File: src/rtl/flash_spi_pkg.sv
// Shared types and constants for the management-flash SPI read path.
// The FSM state encoding is exported so checkers can bind to it.
package flash_spi_pkg;

  typedef enum logic [2:0] {
    ST_IDLE,
    ST_CMD,
    ST_ADDR,
    ST_DATA,
    ST_HOLD,
    ST_DESEL
  } state_t;

  localparam logic [7:0] SPI_CMD_READ = 8'h03;
  localparam int CMD_BITS  = 8;
  localparam int ADDR_BITS = 24;
  localparam int DATA_BITS = 32;

  // Flash bytes arrive first-byte-first in the shift register; the core wants little-endian.
  function automatic logic [31:0] byte_swap(input logic [31:0] w);
    return {w[7:0], w[15:8], w[23:16], w[31:24]};
  endfunction

endpackage

File: src/rtl/flash_spi_sck_gen.sv
// SCK generator: CLK_DIV clk cycles per half-period, low half first.
// Strobes mark the clk edge on which SCK is about to rise or fall.
module flash_spi_sck_gen #(
  parameter int CLK_DIV = 2
) (
  input  logic clk,
  input  logic resetn,
  input  logic en,
  output logic sck,
  output logic rise_stb,
  output logic fall_stb
);

  localparam int CW = (CLK_DIV > 1) ? $clog2(CLK_DIV) : 1;

  logic [CW-1:0] cnt;
  logic          half_end;

  assign half_end = en && (cnt == CW'(CLK_DIV - 1));
  assign rise_stb = half_end && !sck;
  assign fall_stb = half_end && sck;

  always_ff @(posedge clk) begin
    if (!resetn || !en) begin
      cnt <= '0;
      sck <= 1'b0;
    end else if (half_end) begin
      cnt <= '0;
      sck <= ~sck;
    end else begin
      cnt <= cnt + CW'(1);
    end
  end

endmodule

File: src/rtl/flash_spi_reader.sv
// Single-word 0x03 READ initiator for the management flash pads (mode 0, MSB first).
// Keeps CSB low after a read so an address-sequential request skips the command/address preamble.
module flash_spi_reader
  import flash_spi_pkg::*;
#(
  parameter int CLK_DIV      = 2,
  parameter int CS_IDLE      = 2,
  parameter int HOLD_TIMEOUT = 16
) (
  input  logic        clk,
  input  logic        resetn,
  // Request handshake: a request transfers on any cycle where req_valid && req_ready;
  // req_valid must hold with stable req_addr until then. rsp_valid is a one-cycle pulse
  // with no backpressure and rsp_data holds until the next pulse.
  input  logic        req_valid,
  output logic        req_ready,
  input  logic [23:0] req_addr,
  output logic        rsp_valid,
  output logic [31:0] rsp_data,
  output logic        flash_csb_core,
  output logic        flash_clk_core,
  output logic        flash_csb_oe_core,
  output logic        flash_clk_oe_core,
  output logic        flash_io0_oe_core,
  output logic        flash_io1_oe_core,
  output logic        flash_io0_ie_core,
  output logic        flash_io1_ie_core,
  output logic        flash_io0_do_core,
  output logic        flash_io1_do_core,
  input  logic        flash_io0_di_core,
  input  logic        flash_io1_di_core,
  output state_t      dbg_state
);

  localparam int HW         = (HOLD_TIMEOUT > 1) ? $clog2(HOLD_TIMEOUT) : 1;
  localparam int DW         = (CS_IDLE > 1) ? $clog2(CS_IDLE) : 1;
  localparam int HOLD_LOAD  = (HOLD_TIMEOUT > 0) ? HOLD_TIMEOUT - 1 : 0;
  localparam int DESEL_LOAD = (CS_IDLE > 0) ? CS_IDLE - 1 : 0;

  state_t        state;
  logic [4:0]    bit_cnt;
  logic [31:0]   tx_sr;
  logic [31:0]   rx_sr;
  logic [23:0]   last_addr;
  logic [23:0]   pend_addr;
  logic          pend;
  logic [HW-1:0] hold_cnt;
  logic [DW-1:0] desel_cnt;

  logic          sck_en;
  logic          rise_stb;
  logic          fall_stb;
  logic          accept;
  logic          seq_hit;
  logic          start_fresh;
  logic [23:0]   start_addr;
  logic          unused_io0_di;

  assign flash_csb_oe_core = 1'b1;
  assign flash_clk_oe_core = 1'b1;
  assign flash_io0_oe_core = 1'b1;
  assign flash_io1_oe_core = 1'b0;
  assign flash_io0_ie_core = 1'b0;
  assign flash_io1_ie_core = 1'b1;
  assign flash_io1_do_core = 1'b0;
  assign unused_io0_di     = flash_io0_di_core;
  assign dbg_state         = state;

  assign sck_en  = (state == ST_CMD) || (state == ST_ADDR) || (state == ST_DATA);
  assign accept  = req_valid && req_ready;
  // 25-bit compare so 0xFFFFFC + 4 never aliases onto 0x000000.
  assign seq_hit = (({1'b0, last_addr} + 25'd4) == {1'b0, req_addr});

  assign start_fresh = ((state == ST_IDLE) && accept) ||
                       ((state == ST_DESEL) && (desel_cnt == '0) && pend);
  assign start_addr  = (state == ST_IDLE) ? req_addr : pend_addr;

  flash_spi_sck_gen #(
    .CLK_DIV (CLK_DIV)
  ) u_sck_gen (
    .clk      (clk),
    .resetn   (resetn),
    .en       (sck_en),
    .sck      (flash_clk_core),
    .rise_stb (rise_stb),
    .fall_stb (fall_stb)
  );

  always_ff @(posedge clk) begin
    if (!resetn) begin
      state             <= ST_DESEL;
      desel_cnt         <= DW'(DESEL_LOAD);
      hold_cnt          <= '0;
      bit_cnt           <= '0;
      tx_sr             <= '0;
      rx_sr             <= '0;
      last_addr         <= '0;
      pend_addr         <= '0;
      pend              <= 1'b0;
      req_ready         <= 1'b0;
      rsp_valid         <= 1'b0;
      rsp_data          <= '0;
      flash_csb_core    <= 1'b1;
      flash_io0_do_core <= 1'b0;
    end else begin
      rsp_valid <= 1'b0;
      case (state)
        ST_IDLE: ;  // accept handled by start_fresh below

        ST_CMD, ST_ADDR: begin
          if (fall_stb) begin
            flash_io0_do_core <= tx_sr[31];
            tx_sr             <= {tx_sr[30:0], 1'b0};
            if (bit_cnt != '0) begin
              bit_cnt <= bit_cnt - 5'd1;
            end else if (state == ST_CMD) begin
              state   <= ST_ADDR;
              bit_cnt <= 5'(ADDR_BITS - 1);
            end else begin
              state   <= ST_DATA;
              bit_cnt <= 5'(DATA_BITS - 1);
            end
          end
        end

        ST_DATA: begin
          if (rise_stb) rx_sr <= {rx_sr[30:0], flash_io1_di_core};
          if (fall_stb) begin
            if (bit_cnt != '0) begin
              bit_cnt <= bit_cnt - 5'd1;
            end else begin
              rsp_valid <= 1'b1;
              rsp_data  <= byte_swap(rx_sr);
              if (HOLD_TIMEOUT > 0) begin
                state     <= ST_HOLD;
                hold_cnt  <= HW'(HOLD_LOAD);
                req_ready <= 1'b1;
              end else begin
                state          <= ST_DESEL;
                desel_cnt      <= DW'(DESEL_LOAD);
                flash_csb_core <= 1'b1;
              end
            end
          end
        end

        ST_HOLD: begin
          // A request on the expiry cycle still wins over the timeout.
          if (accept) begin
            req_ready <= 1'b0;
            if (seq_hit) begin
              state     <= ST_DATA;
              bit_cnt   <= 5'(DATA_BITS - 1);
              last_addr <= req_addr;
            end else begin
              state          <= ST_DESEL;
              desel_cnt      <= DW'(DESEL_LOAD);
              flash_csb_core <= 1'b1;
              pend           <= 1'b1;
              pend_addr      <= req_addr;
            end
          end else if (hold_cnt == '0) begin
            state          <= ST_DESEL;
            desel_cnt      <= DW'(DESEL_LOAD);
            flash_csb_core <= 1'b1;
            req_ready      <= 1'b0;
          end else begin
            hold_cnt <= hold_cnt - HW'(1);
          end
        end

        ST_DESEL: begin
          if (desel_cnt != '0) begin
            desel_cnt <= desel_cnt - DW'(1);
          end else if (pend) begin
            pend <= 1'b0;
          end else begin
            state     <= ST_IDLE;
            req_ready <= 1'b1;
          end
        end

        default: state <= ST_DESEL;
      endcase

      // Launch a fresh transaction: first command bit goes out with CSB falling.
      if (start_fresh) begin
        state             <= ST_CMD;
        flash_csb_core    <= 1'b0;
        req_ready         <= 1'b0;
        bit_cnt           <= 5'(CMD_BITS - 1);
        flash_io0_do_core <= SPI_CMD_READ[7];
        tx_sr             <= {SPI_CMD_READ[6:0], start_addr, 1'b0};
        last_addr         <= start_addr;
      end
    end
  end

endmodule
File: config.mk
export PLATFORM = sky130hd
export DESIGN_NAME = flash_spi_reader
export DESIGN_NICKNAME = d
export VERILOG_FILES = /design/src/rtl/flash_spi_pkg.sv /design/src/rtl/flash_spi_sck_gen.sv /design/src/rtl/flash_spi_reader.sv
export SDC_FILE = /design/constraint.sdc
export NUM_CORES = 1
export LEC_CHECK = 0
export BUFFER_PORTS_ARGS = -buffer_cell sky130_fd_sc_hd__buf_4
export CAP_MARGIN = 0
export CORE_MARGIN = 2
export CORE_UTILIZATION = 60
export DETAILED_ROUTE_END_ITERATION = 10
export HOLD_SLACK_MARGIN = 0.1
export PLACE_DENSITY = 0.85
export SLEW_MARGIN = 20
export SYNTH_ARGS = -nofsm -noshare
export SYNTH_HDL_FRONTEND = slang
export SYNTH_SLANG_ARGS = --single-unit
File: constraint.sdc
create_clock -name clk -period 4.6 [get_ports clk]
set_clock_uncertainty 0.2 [all_clocks]
set_input_delay 0.92 -clock clk [delete_from_list [all_inputs] [get_ports clk]]
set_output_delay 0.92 -clock clk [all_outputs]
set_load 0.05 [all_outputs]
# Word level (Yosys, flattened, before mapping)

Cells that the tools add are included.

Flip-flop bits (word level): 163
Bits in latches: 0
Memory bits (writable): 0
Bits in read-only memories: 0
Bits of input ports: 29
Output and inout bits: 47
Word-level logic and storage cells: 161
Memories: 0

Add/subtract/negate cells: 5
Multipliers: 0
Div/mod/pow operators: 0
$lt $le $gt $ge: 0
Equal/unequal tests: 32
Shift operators: 0
Muxes and demuxes: 52
Bitwise operators: 6
Reduce and logical (&&, ||, !) cells: 47

Operator list:

| operator                                                         | count |
|---|---|
| 24-bit two-way mux                                               | 5 |
| 27-bit two-way mux                                               | 3 |
| 3-bit two-way mux                                                | 11 |
| 5-bit two-way mux                                                | 6 |
| 3-bit != test (second input constant)                            | 10 |
| 24-bit by 3-bit adder with 25-bit output (second input constant) | 1 |
| 25-bit by 24-bit == test with 1-bit output                       | 1 |
| 2-bit != test (second input constant)                            | 12 |
| 4-bit two-way mux                                                | 5 |
| 3-bit AND reduction                                              | 6 |
| 6-bit AND reduction                                              | 3 |
| 1-bit two-way mux                                                | 16 |
| 8-bit AND reduction                                              | 2 |
| 3-bit one-hot mux with 5 select lines                            | 1 |
| 5-bit one-hot mux with 3 select lines                            | 1 |
| 2-bit nonzero test                                               | 7 |
| 3-bit nonzero test                                               | 3 |
| 4-bit one-hot mux with 2 select lines                            | 1 |
| 1-bit logical AND                                                | 7 |
| 3-bit by 2-bit == test with 1-bit output (second input constant) | 2 |
| 3-bit == test (second input constant)                            | 2 |
| 3-bit by 2-bit != test with 1-bit output (second input constant) | 2 |
| 1-bit inverter                                                   | 6 |
| 2-bit AND reduction                                              | 3 |
| 18 further kinds                                                 | 26 |

# Depth between registers and ports, before layout

Gate-level depths: netlist (run 1).

Depth in word-level cells: 8
Mapped depth: 11

# Modules after synthesis

A second synthesis (run 1) with hierarchy kept.

Cells, all modules: 926
Area, all modules: 7747.4 um^2

Modules (own cells, without submodules):

| module            | times used | cells each | area each (um^2) | sequential area each (um^2) |
|---|---|---|---|---|
| flash_spi_reader  | 1          | 917        | 7672.4           | 3223.1 |
| flash_spi_sck_gen | 1          | 9          | 75.1             | 40.0 |

# Worst setup path before layout (run 1)

OpenSTA, ideal clock, no wires.

Path type: flip-flop to flip-flop
Start: register last_addr[2]
End: register last_addr[4]
Setup time: 133 ps
Data arrival time: 2694 ps
Required time: 4267 ps
Slack: 1574 ps
Cell stages (with the launch flop): 11
Buffers on the path: 1
Period minus slack after synthesis: 3026 ps
Path through: dfxtp_1 > ha_1 > nand3_1 > or4_4 > or4b_1 > a32oi_1 > o21ai_1 > nand4b_4 > buf_2 > mux2i_1 > a21oi_1

Longest elaborated chain between the ends: 4

RTL lines:

| item                                       | RTL line                | source |
|---|---|---|
| from (decl)                                | flash_spi_reader.sv:44  | `logic [23:0] last_addr;` |
| from (signal assigned)                     | flash_spi_reader.sv:154 | `last_addr <= req_addr;` |
| from (signal assigned)                     | flash_spi_reader.sv:194 | `last_addr <= start_addr;` |
| 24-bit by 3-bit adder with 25-bit output   | flash_spi_reader.sv:72  | `assign seq_hit = (({1'b0, last_addr} + 25'd4) == {1'b0, req_addr});` |
| 25-bit by 24-bit == test with 1-bit output | flash_spi_reader.sv:72  |  |
| 2-bit nonzero test (no source line)        | n/a                     |  |
| 3-bit AND reduction (no source line)       | n/a                     |  |

Every way passes these cells.
A chain may end at the register's enable or synchronous reset.

# Worst setup path in the final report (run 1)

Start: register last_addr[4]
End: register last_addr[23]

The elaborated chain is that of the path after synthesis.

==> results of run 1 <==
[cell usage in the layout, fill, tap and decap left out, drive strengths merged, types with 9 or more instances in the layout]
cell type | Yosys | final
mux2i | 50 | 50
mux2 | 22 | 22
nand2 | 269 | 269
a21oi | 93 | 93
dfxtp | 163 | 163
xnor2 | 17 | 17
inv | 8 | 16
a21boi | 15 | 15
clkbuf | 60 | 18
xor2 | 16 | 16
nor3 | 14 | 14
nand3 | 17 | 17
nor2 | 27 | 27
nor4 | 9 | 9
buf | 14 | 78
o21ai | 34 | 34
a31oi | 31 | 31
[per-layer routing]
| layer | track usage (%) | routed length, µm | part of all wire, % | vias to the layer above |
|---|---|---|---|---|
| met1 | 31.6 | 7610 | 44 | 3159 |
| met4 | 9.02 | 270 | 1.6 | 0 |
| met5 | 0 | 0 | 0 | - |
| met3 | 6.44 | 909 | 5.2 | 28 |
| met2 | 44.7 | 8530 | 49 | 167 |
| li1 | - | - | - | 3322 |
[sequential cells by signal (all words and copies together) (netlist names), 3 cells and up]
name	cells
hold_cnt	4
bit_cnt	5
tx_sr	31
rx_sr	32
last_addr	24
pend_addr	24
dbg_state	3
rsp_data	32
[power by group]
| group | leakage (µW) | switching [µW] | internal [µW] |
|---|---|---|---|
| registers | 0.00132 | 110 | 1480 |
| clock network | 0.000278 | 626 | 764 |
| logic | 0.00171 | 377 | 263 |
| total | 0.00331 | 1110 | 2510 |
[stage by stage]
stage	cells	hold slack, ns
floorplan	956	0.232
global route	1164	0.267
finish	1164	0.254
global placement	1132	0.242
CTS	1164	0.257
detailed placement	1132	0.248
[final timing paths]
path	start	end	cells past startpoint	slack (ns)
min	tx_sr[28]	tx_sr[29]	2	0.25
max	last_addr[4]	last_addr[23]	8	0.92
min reg2reg	tx_sr[28]	tx_sr[29]	2	0.25
max reg2reg	last_addr[4]	last_addr[23]	8	0.92
[kinds of logic after synthesis]
group | count (synthesis) | share of synthesized area, %
adder cells (fa/ha/maj) | 4 | 0.618
AND/OR/NAND/NOR | 389 | 22.9
AO/OA/AOI/OAI | 205 | 15.6
XOR/XNOR | 34 | 4.06
flip-flops | 163 | 42.4
multiplexers | 72 | 9.72
other | 2 | 0.0976
buffers and inverters | 82 | 4.60
[tightest hold or removal path, delay by kind of cell, from the launching register on]
kind / cells / cell delay (ns)
DFF: 1 / 0.31
AOI/OAI and AO/OA: 1 / 0.05
and+or+nand+nor: 1 / 0.05
[area by class of cell]
class	instances	area share (%)
multi-input cells	711	46.9
flip-flops and latches	163	37.2
repair buffers	78	6.67
clock buffers	18	4.89
well taps	172	2.45
clock inverters	14	1.65
inverters	8	0.342
==> flow_summary.toml, run 1 <==
[run_status]
status = "finished, final reports clean"

[synth]
netlist_top_cells_area = "dfxtp_1 (42%), nand2_1 (13%), mux2i_1 (6.5%)"
ys_seq_area_share_pct = 42.4
ys_warn_count = 0
yosysMostFrequentCell = "nand2_1"
async_reset_ff_share_pct = 0
synth_edf_count = 0
synthFlopType = "dfxtp_1"
yosysTopAreaCell = "dfxtp_1"
syn_inst = 951
yosysTopAreaCellShare_pct = 42.4
ys_types = 62
ys_ff_latch = 163
synth_common_cells = "nand2_1 (269), dfxtp_1 (163), a21oi_1 (93)"
netlist_area_mm2 = 0.00770
synth_area_per_cell_um2 = 8.09

[detailed_routing]
vias_per_cell = 5.74
drcViolationCount = 0
first_iter_violations = 433
routedWlPerCell_um = 14.9
vias = 6676
routed_wl_um = 17300
dr.pass1.iters = 5
final_antenna_net_count = 0

[global_routing]
grt_usage_pct = 25.9
grt_pass1_vias = 6223
grt-ovfl-total = 0
grt_max_degree = 64
grt_pass1_wl_um = 28500
antenna_found_initial = 0

[floorplanning]
die_w_um = 117
core_mm2 = 0.0126
io-pin-count = 76
initial_utilization_pct = 61.2
die_area_mm2 = 0.0137
die_y_um = 117
rows = 41

[power_and_ir_drop]
power.total_uw = 3620
p_per_area_mw_per_mm2 = 412
peakVddDrop_mv = 0.313
leakage_uw = 0.00331

[setup_path]
cpPeakStageDelay_ns = 0.59
critPathBufInv = 0
worst_ep_arrival_time_ns = 3.77
cp_cell_sequence = "nand4_1, or4_1, nor4_1, nor3_1, nor4b_2, nand4b_4, mux2i_1, a21oi_1"
cp_max_fo = 24
crit_family = "simple AND/OR/NAND/NOR gates"
required_ns = 4.69
critPathCaptureType = "flop"
start_kind = "flop"
cp_slowest_cell = "nand4b_4"
crit_type = "reg -> reg"

[cts]
clk_pin_slew_worst_paths_ns = 0.07
cts_resized = 0
clk_latency_ns = 0.43
cts_hold_buf = 0
post_cts_buffers = 0
cts_max_level = 4
cts_made_buffers = 17
cts_buffer_depth = 2
clock_sinks = 163
cts_tree = "built"
cts_root_buf = "clkbuf_16"

[finish]
fin_nets = 1011
drive_gt1_share_pct = 14.8
fin_area_mm2 = 0.00878
multiInputGateArea_mm2 = 0.00412
fill_cells = 988
diodes = 0
area_growth_pct = 14.1
final_util_pct = 69.9
seq_area_mm2 = 0.00326

[timing]
slew_viol_final = 0
finalCritPeriodShare_pct = 80.0
hold_viol = 0
max_slew_margin_pct = 43.2
worst_pin_slew_ns = 0.843
rsz0062_at_grt = "no"
fin_crit_ns = 3.68
setup_ws_ns = 0.919
fin_tns_setup_ns = 0
finalSetupViolations = 0
clock.fmax_ghz = 0.272

[placed_design]
dp_hpwl_um = 11100
io_buffer_count = 67
placed_area_mm2 = 0.00821
gp_congestion = 0.883
dpl_worst_slack_ns = 0.962

[worst_hold_path]
holdCritPathClass = "reg -> reg"

[flow_run]
drv_cap = 0
No activity file was read; power rests on OpenSTA's default activity.
==> run 2, diff against run 1 <==
--- a/config.mk
+++ b/config.mk
@@ -8,10 +8,10 @@
 export BUFFER_PORTS_ARGS = -buffer_cell sky130_fd_sc_hd__buf_4
 export CAP_MARGIN = 0
 export CORE_MARGIN = 2
-export CORE_UTILIZATION = 60
+export CORE_UTILIZATION = 59
 export DETAILED_ROUTE_END_ITERATION = 10
 export HOLD_SLACK_MARGIN = 0.1
-export PLACE_DENSITY = 0.85
+export PLACE_DENSITY = 0.84
 export SLEW_MARGIN = 20
 export SYNTH_ARGS = -nofsm -noshare
 export SYNTH_HDL_FRONTEND = slang
==> constraint.sdc (replaced) <==
create_clock -name clk -period 3.5 [get_ports clk]
set_clock_uncertainty 0.2 [all_clocks]
set_input_delay 0.7 -clock clk [delete_from_list [all_inputs] [get_ports clk]]
set_output_delay 0.7 -clock clk [all_outputs]
set_load 0.05 [all_outputs]
==> run 2 against run 1 <==
Highest routed layer unchanged. Core utilization grew 1.7 points. Die area grew 1.6%. Non-clock buffer count grew 40. Global-route usage grew 0.14 points. Worst hold slack lost 0.00056 ns. Count of clock-buffer cells in the layout grew 1. Setup slack lost 0.82 ns. Clock power grew 24%. Critical path depth grew 2.
==> flow_summary.toml, run 2 (synthesis results as in run 1) <==
[detailed_routing]
routedWlPerCell_um = 14.9
final_antenna_net_count = 0
vias = 6876
drcViolationCount = 0
vias_per_cell = 5.72
first_iter_violations = 470
routed_wl_um = 18000
dr.pass1.iters = 8

[floorplanning]
die_area_mm2 = 0.0140
initial_utilization_pct = 60.7
rows = 41
die_y_um = 118
die_w_um = 118
io-pin-count = 76
core_mm2 = 0.0127

[global_routing]
grt_max_degree = 55
grt_pass1_vias = 6374
grt-ovfl-total = 0
grt_pass1_wl_um = 30100
grt_usage_pct = 26.1
antenna_found_initial = 0

[setup_path]
start_kind = "flop"
worst_ep_arrival_time_ns = 3.53
cp_max_fo = 8
crit_type = "reg -> reg"
required_ns = 3.62
critPathCaptureType = "flop"

[timing]
hold_viol = 0
clock.fmax_ghz = 0.294
finalCritPeriodShare_pct = 97.3
max_slew_margin_pct = 55.9
fin_crit_ns = 3.41
finalSetupViolations = 0
worst_pin_slew_ns = 0.662
whs_ns = 0.253
fin_tns_setup_ns = 0
slew_viol_final = 0
rsz0062_at_grt = "no"

[finish]
drive_gt1_share_pct = 18.3
final_common_cell = "nand2_1"
area_growth_pct = 17.9
diodes = 0
fin_nets = 1051
final_cell_mix = "nand2_1 (269), dfxtp_1 (162), buf_4 (117), a21oi_1 (93), mux2i_1 (50)"
largest_registers = "rsp_data x32, rx_sr x32, tx_sr x31"
final_util_pct = 71.6
fin_cells = 1203

[worst_hold_path]
holdCritPathClass = "reg -> reg"

[placed_design]
gp_congestion = 0.946
dp_cells = 1170
dp_hpwl_um = 11700
io_buffer_count = 67

[cts]
cts_tree = "built"
cts_hold_buf = 0
cts_made_buffers = 17
cts_buffer_depth = 2
cts_max_level = 4
cts_root_buf = "clkbuf_16"
clk_pin_slew_worst_paths_ns = 0.07
clk_latency_ns = 0.43
clock_sinks = 163

[power_and_ir_drop]
peakVddDrop_mv = 0.563
power.total_uw = 4720
leakage_uw = 0.00348
p_per_area_mw_per_mm2 = 520

[run_status]
status = "finished, final reports clean"

[flow_run]
drv_cap = 0
-- run 2: per-stage QoR --
| step | cell area (µm²) | worst slack (ns) |
|---|---|---|
| after global routing | 9070 | 0.00344 |
| after CTS | 9060 | 0.0712 |
| after detailed placement | 8510 | -0.195 |
| after global placement | 8510 | -0.127 |
| final | 9070 | 0.0948 |
| after floorplan | 7710 | 0.474 |
-- run 2: final timing paths --
path / startpoint / end / slack, ns / cells after the start
max: last_addr[11] / pend / 0.09 / 10
min: tx_sr[30] / tx_sr[31] / 0.25 / 2
max reg2reg: last_addr[11] / pend / 0.09 / 10
min reg2reg: tx_sr[30] / tx_sr[31] / 0.25 / 2
-- run 2: final cells by class --
cell class / count / area, µm²
well taps: 172 / 215
inverters: 8 / 30.0
clock buffers: 19 / 443
multi-input cells: 711 / 4120
fillers: 985 / 3600
clock inverters: 12 / 100
repair buffers: 118 / 898
flip-flops and latches: 163 / 3260
-- run 2: report_power, final --
part           total, µW  switching [µW]  internal (µW)
sequential          2040            89.9           1950
combinational        963             564            399
clock               1720             784            935
-- run 2: layer usage --
layer  global-route usage, %  vias to the layer above  wire length, µm
li1                        -                     3410                -
met1                    32.0                     3254             7880
met2                    44.3                      186             8760
met3                    6.56                       26              999
met4                    9.56                        0              302
met5                       0                        -                0
-- run 2: repair_timing --
action                     CTS  global route
buffers inserted             2             0
gates resized for setup      0             3
setup endpoints to repair   25             4
pin swaps                    1             0
hold endpoints to repair     0             0
cloned                       0             0
-- run 2: critical path, stage by stage (launching register included) --
cell and delay (ns):
dfxtp_1 0.41, nand4_2 0.17, or4_4 0.57, buf_4 0.16, or4b_1 0.49, a32oi_2 0.28
o21ai_1 0.12, and4b_2 0.35, nor3_4 0.07, buf_4 0.20, o221a_2 0.27
